--- src/rtl/ipsl_pcie_apb_mux_v2_0.sv ---
// APB address-decode router: one upstream master fanned out to NUM_TGT targets,
// with registered SETUP/ACCESS sequencing, unmapped/timeout error response and error stats.
module ipsl_pcie_apb_mux_v2_0 #(
  parameter int unsigned                NUM_TGT     = 3,
  parameter int unsigned                ADDR_W      = 16,
  parameter int unsigned                DATA_W      = 32,
  parameter logic [NUM_TGT*4-1:0]       TGT_LO      = {4'h8, 4'h7, 4'h0},
  parameter logic [NUM_TGT*4-1:0]       TGT_HI      = {4'hF, 4'h7, 4'h1},
  parameter int unsigned                TIMEOUT_CYC = 255,
  parameter logic [DATA_W-1:0]          ERR_RDATA   = 32'hDEAD_BEEF
) (
  input  logic                      i_clk,
  input  logic                      i_rst_n,
  input  logic                      i_up_p_sel,
  input  logic [DATA_W/8-1:0]       i_up_p_strb,
  input  logic [ADDR_W-1:0]         i_up_p_addr,
  input  logic [DATA_W-1:0]         i_up_p_wdata,
  input  logic                      i_up_p_ce,
  input  logic                      i_up_p_we,
  output logic                      o_up_p_rdy,
  output logic [DATA_W-1:0]         o_up_p_rdata,
  output logic                      o_up_p_err,
  output logic [NUM_TGT-1:0]        o_dn_p_sel,
  output logic [NUM_TGT-1:0]        o_dn_p_ce,
  output logic [DATA_W/8-1:0]       o_dn_p_strb,
  output logic [ADDR_W-1:0]         o_dn_p_addr,
  output logic [DATA_W-1:0]         o_dn_p_wdata,
  output logic                      o_dn_p_we,
  input  logic [NUM_TGT-1:0]        i_dn_p_rdy,
  input  logic [NUM_TGT*DATA_W-1:0] i_dn_p_rdata,
  output logic                      o_busy,
  output logic [15:0]               o_err_cnt,
  output logic [ADDR_W-1:0]         o_last_err_addr
);

  localparam int unsigned STRB_W = DATA_W / 8;
  localparam int unsigned TGT_W  = (NUM_TGT > 1) ? $clog2(NUM_TGT) : 1;
  localparam int unsigned WD_W   = (TIMEOUT_CYC > 0) ? $clog2(TIMEOUT_CYC + 1) : 1;

  typedef enum logic [1:0] {ST_IDLE, ST_SETUP, ST_ACCESS, ST_RESP} state_t;

  state_t              state_q, state_d;
  logic [TGT_W-1:0]    tgt_q, tgt_d;
  logic [WD_W-1:0]     wd_q, wd_d, wd_inc;
  logic [15:0]         err_cnt_q, err_cnt_d;
  logic [ADDR_W-1:0]   last_err_d;
  logic                timeout;

  logic [3:0]          region;
  logic                hit;
  logic [TGT_W-1:0]    hit_idx;
  logic                sel_rdy;
  logic [DATA_W-1:0]   sel_rdata;
  logic                setup_req;

  logic [NUM_TGT-1:0]  dn_sel_d, dn_ce_d;
  logic [STRB_W-1:0]   dn_strb_d;
  logic [ADDR_W-1:0]   dn_addr_d;
  logic [DATA_W-1:0]   dn_wdata_d;
  logic                dn_we_d;
  logic                up_rdy_d, up_err_d;
  logic [DATA_W-1:0]   up_rdata_d;

  function automatic logic [NUM_TGT-1:0] onehot(input logic [TGT_W-1:0] idx);
    onehot = '0;
    for (int i = 0; i < NUM_TGT; i++) begin
      if (idx == TGT_W'(i)) onehot[i] = 1'b1;
    end
  endfunction

  assign region    = i_up_p_addr[ADDR_W-1 -: 4];
  assign setup_req = i_up_p_sel && !i_up_p_ce;
  assign wd_inc    = wd_q + WD_W'(1);
  assign timeout   = (TIMEOUT_CYC != 0) && (wd_inc == WD_W'(TIMEOUT_CYC));
  assign o_err_cnt = err_cnt_q;

  // Region decode; scanning downwards lets the lowest matching index win.
  always_comb begin
    hit     = 1'b0;
    hit_idx = '0;
    for (int i = NUM_TGT - 1; i >= 0; i--) begin
      if (region >= TGT_LO[4*i +: 4] && region <= TGT_HI[4*i +: 4]) begin
        hit     = 1'b1;
        hit_idx = TGT_W'(i);
      end
    end
  end

  always_comb begin
    sel_rdy   = 1'b0;
    sel_rdata = '0;
    for (int i = 0; i < NUM_TGT; i++) begin
      if (tgt_q == TGT_W'(i)) begin
        sel_rdy   = i_dn_p_rdy[i];
        sel_rdata = i_dn_p_rdata[DATA_W*i +: DATA_W];
      end
    end
  end

  always_ff @(posedge i_clk) begin
    if (!i_rst_n) state_q <= ST_IDLE;
    else          state_q <= state_d;
  end

  always_comb begin
    state_d = state_q;
    case (state_q)
      ST_IDLE:   if (setup_req) state_d = hit ? ST_SETUP : ST_RESP;
      ST_SETUP:  state_d = ST_ACCESS;
      ST_ACCESS: if (sel_rdy || timeout) state_d = ST_RESP;
      ST_RESP:   state_d = ST_IDLE;
      default:   state_d = ST_IDLE;
    endcase
  end

  // Next values of every registered output; downstream bus reads as zero outside SETUP/ACCESS.
  always_comb begin
    dn_sel_d   = '0;
    dn_ce_d    = '0;
    dn_strb_d  = '0;
    dn_addr_d  = '0;
    dn_wdata_d = '0;
    dn_we_d    = 1'b0;
    up_rdy_d   = 1'b0;
    up_err_d   = 1'b0;
    up_rdata_d = '0;
    tgt_d      = tgt_q;
    wd_d       = wd_q;
    err_cnt_d  = err_cnt_q;
    last_err_d = o_last_err_addr;
    case (state_q)
      ST_IDLE: begin
        if (setup_req) begin
          tgt_d = hit_idx;
          if (hit) begin
            dn_sel_d   = onehot(hit_idx);
            dn_strb_d  = i_up_p_strb;
            dn_addr_d  = i_up_p_addr;
            dn_wdata_d = i_up_p_wdata;
            dn_we_d    = i_up_p_we;
          end else begin
            up_rdy_d   = 1'b1;
            up_err_d   = 1'b1;
            up_rdata_d = ERR_RDATA;
            err_cnt_d  = (err_cnt_q == 16'hFFFF) ? err_cnt_q : err_cnt_q + 16'd1;
            last_err_d = i_up_p_addr;
          end
        end
      end
      ST_SETUP: begin
        dn_sel_d   = onehot(tgt_q);
        dn_ce_d    = onehot(tgt_q);
        dn_strb_d  = o_dn_p_strb;
        dn_addr_d  = o_dn_p_addr;
        dn_wdata_d = o_dn_p_wdata;
        dn_we_d    = o_dn_p_we;
        wd_d       = '0;
      end
      ST_ACCESS: begin
        if (sel_rdy) begin
          up_rdy_d   = 1'b1;
          up_rdata_d = sel_rdata;
        end else if (timeout) begin
          up_rdy_d   = 1'b1;
          up_err_d   = 1'b1;
          up_rdata_d = ERR_RDATA;
          err_cnt_d  = (err_cnt_q == 16'hFFFF) ? err_cnt_q : err_cnt_q + 16'd1;
          last_err_d = o_dn_p_addr;
        end else begin
          dn_sel_d   = o_dn_p_sel;
          dn_ce_d    = o_dn_p_ce;
          dn_strb_d  = o_dn_p_strb;
          dn_addr_d  = o_dn_p_addr;
          dn_wdata_d = o_dn_p_wdata;
          dn_we_d    = o_dn_p_we;
          wd_d       = wd_inc;
        end
      end
      default: ;
    endcase
  end

  always_ff @(posedge i_clk) begin
    if (!i_rst_n) begin
      tgt_q           <= '0;
      wd_q            <= '0;
      err_cnt_q       <= '0;
      o_last_err_addr <= '0;
      o_dn_p_sel      <= '0;
      o_dn_p_ce       <= '0;
      o_dn_p_strb     <= '0;
      o_dn_p_addr     <= '0;
      o_dn_p_wdata    <= '0;
      o_dn_p_we       <= 1'b0;
      o_up_p_rdy      <= 1'b0;
      o_up_p_err      <= 1'b0;
      o_up_p_rdata    <= '0;
      o_busy          <= 1'b0;
    end else begin
      tgt_q           <= tgt_d;
      wd_q            <= wd_d;
      err_cnt_q       <= err_cnt_d;
      o_last_err_addr <= last_err_d;
      o_dn_p_sel      <= dn_sel_d;
      o_dn_p_ce       <= dn_ce_d;
      o_dn_p_strb     <= dn_strb_d;
      o_dn_p_addr     <= dn_addr_d;
      o_dn_p_wdata    <= dn_wdata_d;
      o_dn_p_we       <= dn_we_d;
      o_up_p_rdy      <= up_rdy_d;
      o_up_p_err      <= up_err_d;
      o_up_p_rdata    <= up_rdata_d;
      o_busy          <= (state_d != ST_IDLE);
    end
  end

endmodule

--- config.mk ---
export PLATFORM = sky130hd
export DESIGN_NAME = ipsl_pcie_apb_mux_v2_0
export DESIGN_NICKNAME = d
export VERILOG_FILES = /design/src/rtl/ipsl_pcie_apb_mux_v2_0.sv
export SDC_FILE = /design/constraint.sdc
export NUM_CORES = 1
export LEC_CHECK = 0
export ABC_AREA = 1
export BUFFER_PORTS_ARGS = -buffer_cell sky130_fd_sc_hd__buf_2
export CORE_MARGIN = 3
export CORE_UTILIZATION = 52
export DETAILED_ROUTE_END_ITERATION = 10
export PLACE_DENSITY = 0.91
export SYNTH_ARGS = -nofsm -noshare
export SYNTH_HDL_FRONTEND = slang
export SYNTH_SLANG_ARGS = --single-unit
--- constraint.sdc ---
create_clock -name i_clk -period 5.3 [get_ports i_clk]
set_clock_uncertainty 0.05 [all_clocks]
set_input_delay 0.53 -clock i_clk [delete_from_list [all_inputs] [get_ports i_clk]]
set_output_delay 0.53 -clock i_clk [all_outputs]
set_load 0.01 [all_outputs]
==> impl.org <==
** Status
- The flow ran to the end, and the final reports show no timing, DRC or antenna violations.

** Setup path
- In this run the critical register-to-register path is launched from tgt_q[1].
- The worst setup path is captured at a register.
- Data on the critical path is required at its endpoint by 5.51 ns.
- Setup slack, reg-to-reg :: between 1.5 and 2 ns
- Most used cell along the critical path :: sky130_fd_sc_hd__nor2_1
- Walking the worst path, the cells encountered are inv_2 -> nor2_4 -> nand2_1 -> nand3_2 -> nor2_1 -> nand2_4 -> nand2_2 -> o21ai_0 -> nor2_1.
- The worst setup path is launched from a register.
- By startpoint and endpoint, the worst setup path is classified as register to register.
- Arrival time of data at the critical path endpoint :: 3.81 ns
- Worst r2r path cells :: 9
- The largest individual stage delay along the critical path comes from the cell sky130_fd_sc_hd__nand2_2.
- The endpoint identified for the worst register-to-register timing path is o_dn_p_addr[15].
- In this run the worst path has a maximum fanout of 69.
- Slowest cell delay on critical path :: 0.79 ns

** Clock network
- Clock insertion delay at the later pin of the skew report :: 0.41 ns
- H-tree depth :: 4
- The number of setup buffers added after CTS is 0.
- Clock input transition at the sequential cells of the worst setup and hold paths :: 0.06 ns
- Root cell of the clock tree :: sky130_fd_sc_hd__clkbuf_16
- TritonCTS built the clock tree.
- Clock sink total :: 138
- Cts bufs inserted :: 17
- Resize count post-CTS :: 0
- Post-cts hold buffer count :: 0
- Number of buffers on the longest clock path :: 2

** Final layout
- Number of antenna repair diodes :: 0
- Leaving out fill and tap cells, the most frequent cell in the layout is sky130_fd_sc_hd__buf_2.
- Final nets :: 1302
- Fraction of final layout cells with drive strength greater than 1 :: 0.3047
- The area growth from synthesis to layout is 30.89%.
- The library cells used most frequently in the layout, excluding fill and tap cells, are 281 x sky130_fd_sc_hd__buf_2, 230 x sky130_fd_sc_hd__nand2_1, 138 x sky130_fd_sc_hd__dfxtp_1.
- After filler insertion, the fill cell instance count of the layout stands at 1043.

** Timing
- Worst-case setup margin in the final layout :: 1.702 ns
- In this run the tightest slew margin relative to its limit is 0.3085.
- Setup violations remaining at the end of the flow were counted as 0.
- The number of endpoints with negative hold slack in the final report was 0.
- The number of pins with negative max-slew slack in the final report was 0.
- Post-route clock period utilization :: 0.6789
- Setup total negative slack on the finished layout was measured at 0 ns.
- Derived from the worst setup path, the maximum achievable clock frequency is 0.2779 GHz.
- Hold is met by 0.3267 ns.
- Unrepaired setup endpoints after global routing :: false
- The clock period could shrink to ~3.6 ns.
- Worst Tran Pin Value :: 1.037 ns

** Die
- Pin placement for this block handled 282 I/O pins.
- Die Span Y :: 117.9 µm
- Core box area :: 12110 µm²
- Initial core utilization :: 0.5375
- The floorplan step set the die width to 117.9 µm.
- The initialized floorplan defines 40 standard-cell rows.
- Die Outline Area :: about 14000 µm²

** Route
- Count of nets left with antenna violations after detail routing :: 0
- In the final routing, the length of wire on met1 measures 8717 µm.
- After detailed routing, the total wire length is 20390 µm.
- # DRC :: 0
- Drt initial violations :: 744
- Number of optimization iterations in the first detailed-route pass :: 5
- Met2 wire length :: 9777 µm
- Vias after detailed routing :: 7171
- Using the TritonRoute via totals, the vias-per-cell ratio works out to between 5 and 6.
- Routed signal wires occupy layers up through met4.
- Wire segments on met3 add up to 1264 µm in the final route.
- In the final routed layout, each cell accounts on average for 15.44 µm.

** Place
- Before CTS, the worst setup slack after placement is between 1.5 and 2 ns.
- Routability-driven placement finished with a final weighted congestion of 0.9530.
- Once detailed placement completed, the half-perimeter wirelength came to about 14000 µm.
- In this run the tool buffered the top-level ports with 281 buffer cells.

** Hold path
- Min-Delay Startpoint :: i_dn_p_rdata[8]
- Along the worst hold path, the cell count comes to 3.
- Worst Hold Path EP :: o_up_p_rdata[8]
- Hold Crit Class :: primary input to register

** Global route
- Initial antenna violation count :: 0
- For this run the aggregate overflow at the end of global routing stands at 0.
- All-Layer GR Usage :: 0.2836
- Maximum number of pins on one net before global-route repair :: 70
- First-pass GRT wire length :: 32620 µm
- The via count of the first global-routing pass was 6536.

** Pwr
- For this design the ratio of total power to cell area is 321.7 nW/µm².
- Post-layout total power :: 0.002741 W
- The analysis attributes to cell leakage a power of 4.047 nW.
- Maximum vdd ir drop :: 0.2821 mV

** Synth
- Number of distinct library cells after synthesis :: 35
- In the synthesized netlist the dominant register cell turns out to be sky130_fd_sc_hd__dfxtp_1.
- The share of the Yosys chip area taken by registers is 0.4244.
- Netlist area before placement :: 6510 µm²
- During synthesis, Yosys emitted a total of 0 warnings.
- Net count after synthesis :: 1054
- The synthesized design contains approximately 140 register bits.
- Async SR Flop Fraction :: 0
- Counting flops with a built-in enable in the synthesized netlist gives 0.
- Synthesized instance count :: approximately 900
- Average cell area after synthesis :: about 7.3 µm²

** Run
- The tool flagged a number of max-cap violations equal to 0.
## sequential cells by signal (all words and copies together) (netlist names)
register	flops
o_dn_p_sel	3
o_last_err_addr	16
o_dn_p_wdata	32
o_dn_p_strb	4
o_dn_p_we	1
o_dn_p_ce	3
state_q	2
tgt_q	2
o_busy	1
o_dn_p_addr	16
wd_q	8
o_up_p_rdata	32
o_err_cnt	16
o_up_p_rdy	1
o_up_p_err	1
## synthesized netlist by cell type (4+ instances only)
cell | number | area [µm²]
sky130_fd_sc_hd__o22ai_1 | 6 | 37.54
sky130_fd_sc_hd__inv_1 | 70 | 262.8
sky130_fd_sc_hd__buf_6 | 7 | 78.83
sky130_fd_sc_hd__xnor2_1 | 6 | 52.55
sky130_fd_sc_hd__clkbuf_1 | 33 | 123.9
sky130_fd_sc_hd__nor2_1 | 47 | 176.4
sky130_fd_sc_hd__xor2_1 | 8 | 70.07
sky130_fd_sc_hd__ha_1 | 6 | 75.07
sky130_fd_sc_hd__buf_2 | 13 | 65.06
sky130_fd_sc_hd__nand2_1 | 230 | 863.3
sky130_fd_sc_hd__a21oi_2 | 10 | 87.58
sky130_fd_sc_hd__dfxtp_1 | 138 | 2763
sky130_fd_sc_hd__nand3_1 | 31 | 155.2
sky130_fd_sc_hd__inv_2 | 7 | 26.28
sky130_fd_sc_hd__nand4_1 | 66 | 412.9
sky130_fd_sc_hd__nor2_2 | 4 | 25.02
sky130_fd_sc_hd__o21ai_0 | 31 | 155.2
sky130_fd_sc_hd__o21ai_1 | 21 | 105.1
sky130_fd_sc_hd__a21oi_1 | 94 | 470.5
sky130_fd_sc_hd__nand2_4 | 5 | 56.30
sky130_fd_sc_hd__nor2_4 | 4 | 45.04
sky130_fd_sc_hd__nor3_1 | 10 | 50.05
sky130_fd_sc_hd__a31oi_1 | 16 | 100.1
sky130_fd_sc_hd__mux2i_1 | 13 | 130.1
## area by class of cell
| class | instances | area (µm²) | area share |
|---|---|---|---|
| multi-input cells | 620 | 3183 | 0.3736 |
| clock buffers | 19 | 432.9 | 0.05081 |
| repair buffers | 286 | 1444 | 0.1695 |
| clock inverters | 12 | 198.9 | 0.02335 |
| well taps | 168 | 210.2 | 0.02467 |
| inverters | 77 | 289.0 | 0.03392 |
| flip-flops and latches | 138 | 2763 | 0.3242 |
## worst max-delay path by stage
stage	from	end	slack, ns
finish	tgt_q[1]	o_dn_p_addr[15]	1.70
CTS	tgt_q[1]	o_dn_p_addr[15]	1.75
detailed placement	tgt_q[1]	o_dn_p_addr[15]	1.75
floorplan	wd_q[0]	o_last_err_addr[13]	3.46
global placement	tgt_q[1]	o_dn_p_addr[15]	1.84
global route	tgt_q[1]	o_dn_p_addr[15]	1.32
## cells by family (layout without fill, tap and decap cells)
family / Yosys count / after routing / share of synthesized area
AOI/OAI and AO/OA: 183 / 183 / 0.1532
xor gates and xnor gates: 14 / 14 / 0.01884
adders and majority gates: 6 / 6 / 0.01153
buffers and inverters: 134 / 394 / 0.08899
DFF: 138 / 138 / 0.4244
muxes: 13 / 13 / 0.01999
and+or+nand+nor: 404 / 404 / 0.2831
## report_power, final
part	switching (W)	internal, W
clock	0.000442	0.000831
combinational	0.000238	0.000132
sequential	0.0000206	0.00108
total	0.000701	0.00204
## critical path: cells and delay by family, from the launching register on
kind	cells	cell delay, ns
and+or+nand+nor	7	2.13
DFF	1	0.65
AOI/OAI and AO/OA	1	0.39
buffers and inverters	1	0.19
## per-layer routing
| layer | GRT usage | vias to the layer above |
|---|---|---|
| li1 | - | 3482 |
| met1 | 0.3714 | 3318 |
| met2 | 0.4592 | 315 |
| met3 | 0.05863 | 56 |
| met4 | 0.1128 | 0 |
| met5 | 0 | - |
## stage by stage
| stage | utilization | cells | area [µm²] |
|---|---|---|---|
| finish | 0.7035 | 1320 | 8521 |
| detailed placement | 0.6513 | 1289 | 7889 |
| global route | 0.7035 | 1320 | 8521 |
| floorplan | - | 892 | 6510 |
| CTS | 0.7035 | 1320 | 8521 |
| global placement | 0.6513 | 1289 | 7889 |
No activity file was read; power rests on OpenSTA's default activity.
